==> config.mk <==
export PLATFORM = sky130hd
export DESIGN_NAME = rr_arb_wgt
export DESIGN_NICKNAME = d
export VERILOG_FILES = /design/src/rtl/rr_arb_wgt.sv
export SDC_FILE = /design/constraint.sdc
export NUM_CORES = 1
export LEC_CHECK = 0
export ABC_AREA = 1
export CAP_MARGIN = 40
export CORE_ASPECT_RATIO = 1.1
export CORE_MARGIN = 2
export CORE_UTILIZATION = 50
export CTS_CLUSTER_DIAMETER = 150
export DETAILED_ROUTE_END_ITERATION = 8
export GPL_ROUTABILITY_DRIVEN = 0
export PLACE_DENSITY = 0.78
export SLEW_MARGIN = 40
export SYNTH_ARGS = -nofsm -noshare
export SYNTH_HDL_FRONTEND = slang
export SYNTH_SLANG_ARGS = --single-unit
export TNS_END_PERCENT = 5
==> constraint.sdc <==
create_clock -name clk_i -period 4 [get_ports clk_i]
set_input_delay 0.6 -clock clk_i [delete_from_list [all_inputs] [get_ports clk_i]]
set_output_delay 0.6 -clock clk_i [all_outputs]
set_load 0.05 [all_outputs]
==> src/rtl/rr_arb_wgt.sv <==
`default_nettype none
// ============================================================================
// Module      : rr_arb_wgt
// Description : Weighted round-robin arbiter. It holds a registered one-hot
//               grant until acknowledge, and each channel keeps the grant for
//               up to its weight in consecutive transfers.
// Revision    : 1.0 - initial release
// ============================================================================
module rr_arb_wgt #(
    parameter int REQCNT   = 5,
    parameter int REQWIDTH = $clog2(REQCNT),
    parameter int WGTWIDTH = 4
) (
    input  logic                       clk_i,
    input  logic                       rst_n_i,
    input  logic [REQCNT-1:0]          req_i,
    input  logic [REQCNT*WGTWIDTH-1:0] weight_i,
    input  logic                       gnt_ack_i,
    output logic [REQCNT-1:0]          gnt_o,
    output logic [REQWIDTH-1:0]        gnt_num_o,
    output logic                       gnt_val_o
);

    localparam logic [0:0]          c_ST_IDLE    = 1'b0;
    localparam logic [0:0]          c_ST_GRANT   = 1'b1;
    localparam logic [REQWIDTH:0]   c_REQCNT_W   = (REQWIDTH+1)'(REQCNT);
    localparam logic [REQWIDTH-1:0] c_LAST       = REQWIDTH'(REQCNT-1);
    localparam logic [WGTWIDTH-1:0] c_CREDIT_ONE = WGTWIDTH'(1);

    logic [0:0]          r_state,   w_state_nxt;
    logic [REQWIDTH-1:0] r_ptr,     w_ptr_nxt;
    logic [WGTWIDTH-1:0] r_credit,  w_credit_nxt;
    logic [REQWIDTH-1:0] r_gnt_num, w_gnt_num_nxt;
    logic                r_gnt_val, w_gnt_val_nxt;
    logic [REQCNT-1:0]   r_gnt,     w_gnt_nxt;

    logic [WGTWIDTH-1:0] w_wgt [REQCNT];
    logic [REQWIDTH-1:0] w_arb_base;
    logic                w_arb_mask_en;
    logic                w_arb_found;
    logic [REQWIDTH-1:0] w_arb_sel;
    logic [REQWIDTH:0]   w_sum;
    logic [REQWIDTH-1:0] w_idx;
    logic [WGTWIDTH-1:0] w_fresh_credit;
    logic [REQWIDTH-1:0] w_handoff_ptr;
    logic                w_cur_req;

    generate
        for (genvar k = 0; k < REQCNT; k++) begin : g_wgt
            assign w_wgt[k] = weight_i[k*WGTWIDTH +: WGTWIDTH];
        end
    endgenerate

    assign w_cur_req      = req_i[r_gnt_num];
    assign w_handoff_ptr  = (r_gnt_num == c_LAST) ? '0 : r_gnt_num + 1'b1;
    assign w_arb_base     = (r_state == c_ST_GRANT) ? w_handoff_ptr : r_ptr;
    assign w_arb_mask_en  = (r_state == c_ST_GRANT);
    assign w_fresh_credit = (w_wgt[w_arb_sel] == '0) ? c_CREDIT_ONE : w_wgt[w_arb_sel];

    // Circular first-set search; the wrap is explicit because REQCNT need not be a power of two.
    always_comb begin
        w_arb_found = 1'b0;
        w_arb_sel   = '0;
        w_sum       = '0;
        w_idx       = '0;
        for (int i = 0; i < REQCNT; i++) begin
            w_sum = {1'b0, w_arb_base} + (REQWIDTH+1)'(i);
            if (w_sum >= c_REQCNT_W) begin
                w_sum = w_sum - c_REQCNT_W;
            end
            w_idx = w_sum[REQWIDTH-1:0];
            if (!w_arb_found && req_i[w_idx] && !(w_arb_mask_en && (w_idx == r_gnt_num))) begin
                w_arb_found = 1'b1;
                w_arb_sel   = w_idx;
            end
        end
    end

    always_comb begin
        w_state_nxt   = r_state;
        w_ptr_nxt     = r_ptr;
        w_credit_nxt  = r_credit;
        w_gnt_num_nxt = r_gnt_num;
        w_gnt_val_nxt = r_gnt_val;
        if (r_state == c_ST_IDLE) begin
            if (w_arb_found) begin
                w_state_nxt   = c_ST_GRANT;
                w_gnt_num_nxt = w_arb_sel;
                w_gnt_val_nxt = 1'b1;
                w_credit_nxt  = w_fresh_credit;
            end
        end else begin
            if (gnt_ack_i && w_cur_req && (r_credit > c_CREDIT_ONE)) begin
                w_credit_nxt = r_credit - 1'b1;
            end else if (gnt_ack_i || !w_cur_req) begin
                // Credit exhausted or requester withdrew: rotate and hand off.
                w_ptr_nxt = w_handoff_ptr;
                if (w_arb_found) begin
                    w_gnt_num_nxt = w_arb_sel;
                    w_credit_nxt  = w_fresh_credit;
                end else begin
                    w_state_nxt   = c_ST_IDLE;
                    w_gnt_num_nxt = '0;
                    w_gnt_val_nxt = 1'b0;
                    w_credit_nxt  = '0;
                end
            end
        end
        w_gnt_nxt = w_gnt_val_nxt ? (REQCNT'(1) << w_gnt_num_nxt) : '0;
    end

    always_ff @(posedge clk_i or negedge rst_n_i) begin
        if (!rst_n_i) begin
            r_state   <= c_ST_IDLE;
            r_ptr     <= '0;
            r_credit  <= '0;
            r_gnt_num <= '0;
            r_gnt_val <= 1'b0;
            r_gnt     <= '0;
        end else begin
            r_state   <= w_state_nxt;
            r_ptr     <= w_ptr_nxt;
            r_credit  <= w_credit_nxt;
            r_gnt_num <= w_gnt_num_nxt;
            r_gnt_val <= w_gnt_val_nxt;
            r_gnt     <= w_gnt_nxt;
        end
    end

    assign gnt_o     = r_gnt;
    assign gnt_num_o = r_gnt_num;
    assign gnt_val_o = r_gnt_val;

endmodule
`default_nettype wire
After elaboration in Yosys (flattened, before gate mapping)
Index checks and enable logic that the tools add are counted.
{"block": "word_totals", "regBits": 17, "input_bits": 28, "output_inout_bits": 9, "word_cells": 124}
{"block": "op_classes", "add_sub_neg": 11, "n_lt_le_gt_ge": 13, "n_eq_ne": 7, "n_shift": 1, "muxes": 53, "n_bitwise": 2, "n_reduce_logical": 31}
{"op": "$mux W3", "count": 17}
{"op": "$mux W4", "count": 8}
{"op": "$lt A3 B4 Y1 const B", "count": 6}
{"op": "$mux W1", "count": 20}
{"op": "$bmux W1 S3", "count": 6}
{"op": "$ge A4 B3 Y1 const B", "count": 4}
{"op": "$logic_and A1 B1 Y1", "count": 16}
{"op": "$eq A3 B3 Y1", "count": 5}
{"op": "$sub A3 B3 Y3 const B", "count": 5}
{"op": "$bmux W4 S3", "count": 1}
{"op": "$logic_not A1 Y1", "count": 10}
{"op": "$add A3 B2 Y4 const B", "count": 2}
{"op": "$mux W5", "count": 1}
{"op": "$shl A1 B3 Y5 const A", "count": 1}
{"op": "$add A3 B1 Y4 const B", "count": 1}
{"op": "$add A3 B3 Y4 const B", "count": 1}
{"op": "$ge A4 B4 Y1 const B", "count": 1}
{"op": "$gt A4 B1 Y1 const B", "count": 1}
{"op": "$logic_not A4 Y1", "count": 1}
{"op": "$not A3 Y4", "count": 1}
{"op": "$sub A4 B1 Y4 const B", "count": 1}
{"op": "$add A3 B1 Y3 const B", "count": 1}
{"op": "$eq A3 B3 Y1 const B", "count": 1}
{"op": "$ge A3 B3 Y1 const B", "count": 1}
{"op": "6 further kinds", "count": 6}

Longest topological paths before layout
Gate-level depths: netlist of the first run.
{"block": "depth", "word_depth": 36, "mapped_depth": 34, "mapped_depth_nobuf": 33}

Least setup slack after synthesis of the first run
No wires, ideal clock.
{"block": "synth_path", "path_kind": "register to register", "startpoint": "register r_gnt_num[1] (netlist: gnt_num_o[1])", "endpoint": "register r_credit[0]", "setup_time_ns": 0.073, "arrival_time_ns": 4.361, "setup_slack_ns": -0.434, "stages_incl_launch_ff": 32, "period_less_slack_ns": 4.434, "path_cell_list": "dfrtp_1 -> clkbuf_1 -> inv_1 -> ha_1 -> nand2_2 -> nand3_1 -> o21ai_2 -> ha_1 -> inv_1 -> fa_1 -> a21oi_1 -> nand2_1 -> o21ai_1 -> inv_1 -> o211ai_1 -> nand2_1 -> nand2_1 -> nand3_2 -> nand4_2 -> nand2_2 -> o21ai_4 -> nand2_4 -> buf_6 -> nand2_1 -> nand3_1 -> nand2_1 -> nand2_1 -> nand2_1 -> nand3_1 -> nand2_1 -> nand2_1 -> a21oi_2"}
{"block": "synth_via", "elab_chain_len": 36, "elab_cells_between_ends": 91, "classes_between": "10 x add/sub; 5 x order compare; 7 x eq/ne; 38 x mux; 1 x bitwise; 30 x reduce/logical"}
{"item": "from (decl)", "line_no": "33", "text": "logic [REQWIDTH-1:0] r_gnt_num, w_gnt_num_nxt;"}
{"item": "from (signal assigned)", "line_no": "124", "text": "r_gnt_num <= w_gnt_num_nxt;"}
{"item": "parallel branches: the longest is 36 deep, another holds $add A3 B1 Y4"}
{"item": "to (signal assigned)", "line_no": "123", "text": "r_credit <= w_credit_nxt;"}
{"item": "to (decl)", "line_no": "32", "text": "logic [WGTWIDTH-1:0] r_credit, w_credit_nxt;"}
Parallel ways; which one is timed is not known. The select of a mux whose other input is x is not followed.
A chain may end at the register's enable or synchronous reset.

Worst setup path in the final report of the first run
Same ends and word-level chain as after synthesis.

==> results.toml, run 1 <==
[synthesis]
syn-instance-count = 382
netlist_area_um2 = 2460
synth_edf_count = 0
ys_seq_area_share_pct = 17.3
yosysWarnings = 0
synthTopCellsByArea = "dfrtp_1, nand2_1, nand3_1"
ys_ff_latch = 17
ys_types = 41
yosysMostFrequentCell = "nand2_1"
yosysTopAreaCellShare_pct = 17.3
yosysTopAreaCell = "dfrtp_1"
async_flop_share_pct = 100
synthFlopType = "dfrtp_1"
yosys-top-cells-count = "nand2_1, inv_1, nand3_1"
synth_nets = 422
syn-mean-instance-area_um2 = 6.43

[drt]
firstDrtPassIters = 4
drt.antenna.violating_nets = 0
routed_via_density = 5.45
drt-initial-drc-count = 165
drc_errors = 0
routed_wl_um = 7030
wl_per_cell_um = 14.3
vias = 2689

[sta]
worst_pin_slew_ns = 0.515
slew_violations = 0
fin_skew_ns = 0.00203
relSlewSlack_pct = 65.6
setup_viol = 0
clock.fmax_mhz = 259
hold_violations = 0
timing.setup.tns_ns = 0
min_period_over_period_pct = 96.7
rsz0062_at_grt = "yes"
min_period_ns = 3.87

[layout]
post-route-util_pct = 69.2
layout-drive-gt1-share_pct = 27.5
diodes = 0
design_area_um2 = 3240
syn2layout_area_growth_pct = 31.9
final_nets = 478

[die]
ios = 37
die_width_um = 70.8
die_area_um2 = 5490
start_util_pct = 52.4
fp.dieH_um = 77.5
rows = 26
core_area_um2 = 4680

[global_routing]
grt_use_total_pct = 24.1
grt_max_degree = 18
grt_antenna_before_repair = 0
grt_pass1_vias = 2445
grt_pass1_wl_um = 11000
grt_overflow = 0

[clock_network]
clk_pin_slew_ns = 0.06
htreeDepth = 1
clock_sinks = 17
clock_latency_ns = 0.26
cts_tree = "yes"
cts_hold_buffers = 0
cts.path.max_buffers = 2
cts-root-buf = "clkbuf_8"
numCtsBuffers = 3

[setup_path]
reg2reg_depth = 26
r2r_slack_ns = 0.13
setup.worst_path.start_class = "flop"
path_class = "flop to flop"
rr_endpoint = "r_credit[0]"
cp.required_ns = 4.19
cp-end-kind = "flop"
worst-path-max-fanout = 8
r2r-start = "gnt_num_o[1]"
arrival_ns = 4.06

[placement]
placed_cell_area_um2 = 2980
post-dp-hpwl_um = 5380
portBuffers = 36

[min_path]
hp-class = "input pin to async pin"

[status]
status = "complete, no violations"

[run]
cap_violations = 0
-- routing by layer --
metal / up-vias / part of all wire [%] / global-route usage, %
met5: - / 0 / 0
met4: 0 / 1.6 / 6.42
met3: 12 / 3.9 / 1.30
met2: 71 / 53 / 45.0
met1: 1246 / 41 / 29.8
li1: 1360 / - / -
-- area by class of cell --
class | instances | area [µm²]
repair buffers | 55 | 498
well taps | 56 | 70.1
clock inverters | 1 | 5.00
flip-flops and latches | 17 | 429
clock buffers | 3 | 41.3
multi-input cells | 305 | 1980
inverters | 56 | 220
fillers | 431 | 1440
-- state kept, by name, indices dropped and copies added (netlist names) --
register,flops
gnt_o,5
r_credit,4
gnt_num_o,3
r_ptr,3
gnt_val_o,1
r_state,1
-- per-stage QoR --
step / setup WS (ns) / cells / hold WS [ns]
finish: 0.132 / 493 / 0.255
global route: -0.133 / 493 / 0.283
CTS: 0.0152 / 484 / 0.534
detailed placement: 0.0264 / 480 / 0.518
global placement: 0.137 / 480 / 0.502
floorplan: 0.0129 / 382 / 0.304
-- placed cells by master, fill, tap and decap left out, types with 12 or more instances in the layout --
| master | Yosys | layout |
|---|---|---|
| a21oi_1 | 15 | 13 |
| buf_4 | 0 | 19 |
| clkdlybuf4s50_1 | 0 | 35 |
| dfrtp_1 | 17 | 14 |
| inv_1 | 47 | 42 |
| nand2_1 | 102 | 91 |
| nand2_2 | 15 | 25 |
| nand3_1 | 44 | 41 |
| nor2_1 | 27 | 24 |
| o21ai_0 | 12 | 12 |
-- worst max path at each step --
stage | start | end | slack, ns
CTS | gnt_num_o[1] | gnt_o[0] | 0.02
finish | gnt_num_o[1] | r_credit[0] | 0.13
global placement | gnt_num_o[0] | gnt_o[4] | 0.14
detailed placement | gnt_num_o[0] | gnt_o[0] | 0.03
global route | gnt_num_o[1] | r_credit[0] | -0.13
floorplan | gnt_num_o[1] | r_credit[0] | 0.01
-- what timing repair did --
action	4_1_cts	5_1_grt
setup buffers	0	8
resized for setup	0	42
setup endpoints to repair	0	10
-- cell families (layout without fill, tap and decap cells) --
group                      after synthesis  in the layout  share of synthesized area (%)
adders and majority gates               12             12                           6.42
DFF                                     17             17                           17.3
xor gates and xnor gates                 7              7                           2.80
AOI/OAI and AO/OA                       59             59                           16.2
and+or+nand+nor                        226            227                           46.5
buffers and inverters                   61            115                           10.7
-- critical path: stages, from the launching register on --
cell and delay (ns):
dfrtp_2 0.40, inv_2 0.06, ha_4 0.28, nand3_4 0.08, o21ai_4 0.12, ha_2 0.23, inv_2 0.03, fa_2 0.39
a21oi_4 0.26, xnor2_4 0.19, xor2_1 0.17, nand4_1 0.18, nand3_4 0.16, inv_2 0.05, nand4_1 0.10, nand2_2 0.07
o21ai_4 0.25, nand2_4 0.13, nand2_2 0.09, nand3_2 0.05, nand2_1 0.07, nand2_1 0.07, nand2_1 0.08, nand3_1 0.06
nand2_1 0.06, nand2_1 0.06, a21oi_2 0.12
Power of run 1 is not shown: default switching activity piles up to over one toggle a cycle in this logic, so the estimate is an artifact.
==> run 2: changes to the inputs <==
Settings changed: CORE_MARGIN 2 to not set, SKIP_CTS_REPAIR_TIMING set to 1.
==> run 2 against run 1 <==
Non-clock buffer count grew 2; design area grew 2.2%; first-iteration DRC count grew 65%; die area shrank 5.3%; register-to-register slack lost 0.09 ns; setup slack lost 0.088 ns; worst hold slack lost 0.0015 ns; clock skew shrank 0.00070 ns; flip-flop and latch count is the same; global-route usage grew 3.9 points; wire length grew 1.8%.
==> results.toml, run 2 (synthesized netlist as in run 1, its figures left out) <==
[status]
status = "complete, no violations"

[drt]
drt.antenna.violating_nets = 0
drt-initial-drc-count = 273
drc_errors = 0
wl_per_cell_um = 14.5
vias = 2744
firstDrtPassIters = 5
routed_via_density = 5.54
routed_wl_um = 7160

[setup_path]
reg2reg_depth = 25
arrival_ns = 4.14
path_delay_family = "simple AND/OR/NAND/NOR gates"
setup.worst_path.start_class = "flop"
r2r_slack_ns = 0.04
cp.required_ns = 4.19
r2r-start = "gnt_num_o[1]"
path_buf_inv = 4
crit_start = "gnt_num_o[1]"
cp-endpoint = "r_credit[0]"
worst-path-max-fanout = 7
rr_endpoint = "r_credit[0]"
slowest_delay_ns = 0.44
cp.depth = 25
cp-end-kind = "flop"
critPathSlowestCell = "dfrtp_2"
path_class = "flop to flop"

[global_routing]
grt_max_degree = 18
grt_use_total_pct = 28.1
grt_overflow = 0
grt_antenna_before_repair = 0
grt_pass1_wl_um = 11000
grt_pass1_vias = 2446

[die]
core_area_um2 = 4680
die_width_um = 68.8
ios = 37
die_area_um2 = 5200
fp.dieH_um = 75.5
start_util_pct = 52.4
rows = 26

[clock_network]
cts.path.max_buffers = 2
clock_latency_ns = 0.25
numCtsBuffers = 3
cts_tree = "yes"
cts-root-buf = "clkbuf_8"
clock_sinks = 17
clk_pin_slew_ns = 0.06
htreeDepth = 1

[layout]
layout.cells.most_common_list = "nand2_1, inv_1, nand3_1"
multi_input_area_um2 = 2020
diodes = 0
largest_reg_flops = 5
design_area_um2 = 3310
syn2layout_area_growth_pct = 34.8
final_nets = 480
seqCellArea_um2 = 429
nFillCells = 402
final_common_cell = "nand2_1"
stdcell_count = 495
layout-drive-gt1-share_pct = 28.9

[sta]
relSlewSlack_pct = 65.4
rsz0062_at_grt = "yes"
fin_skew_ns = 0.00133
worst_pin_slew_ns = 0.518
slew_violations = 0
hold_violations = 0
setup_viol = 0
min_period_ns = 3.96
setup_slack_ns = 0.0434
min_period_over_period_pct = 98.9
clock.fmax_mhz = 253
timing.setup.tns_ns = 0

[placement]
placed_cell_area_um2 = 2980
post-dp-hpwl_um = 5270
dp_cells = 481
pre_cts_ws_ns = 0.0387
portBuffers = 36

[min_path]
hp-class = "input pin to async pin"

[run]
cap_violations = 0
[run 2: layout make-up]
type | count | share of cell area (%)
clock inverters | 1 | 0.151
multi-input cells | 305 | 60.9
flip-flops and latches | 17 | 13.0
well taps | 56 | 2.12
repair buffers | 57 | 16.1
inverters | 56 | 6.57
clock buffers | 3 | 1.25
[run 2: per-layer routing]
metal | global-route usage, % | vias up | part of all wire [%]
met5 | 0 | - | 0
met4 | 13.8 | 0 | 1.8
met3 | 5.54 | 19 | 5.0
met2 | 45.4 | 94 | 51
met1 | 35.5 | 1267 | 42
li1 | - | 1364 | -
[run 2: metrics by stage]
step                hold slack (ns)  util (%)
floorplan                     0.304         -
global placement              0.497      63.7
detailed placement            0.504      63.7
global route                  0.281      70.7
finish                        0.254      70.7
CTS                           0.519      64.7
[run 2: worst min path at each step]
stage,to,cells after the start
floorplan,gnt_num_o[0],0
global placement,r_ptr[0],2
detailed placement,r_ptr[0],2
CTS,r_ptr[0],2
global route,r_credit[3],1
finish,r_credit[3],1
Power of run 2 is left out for the same reason.
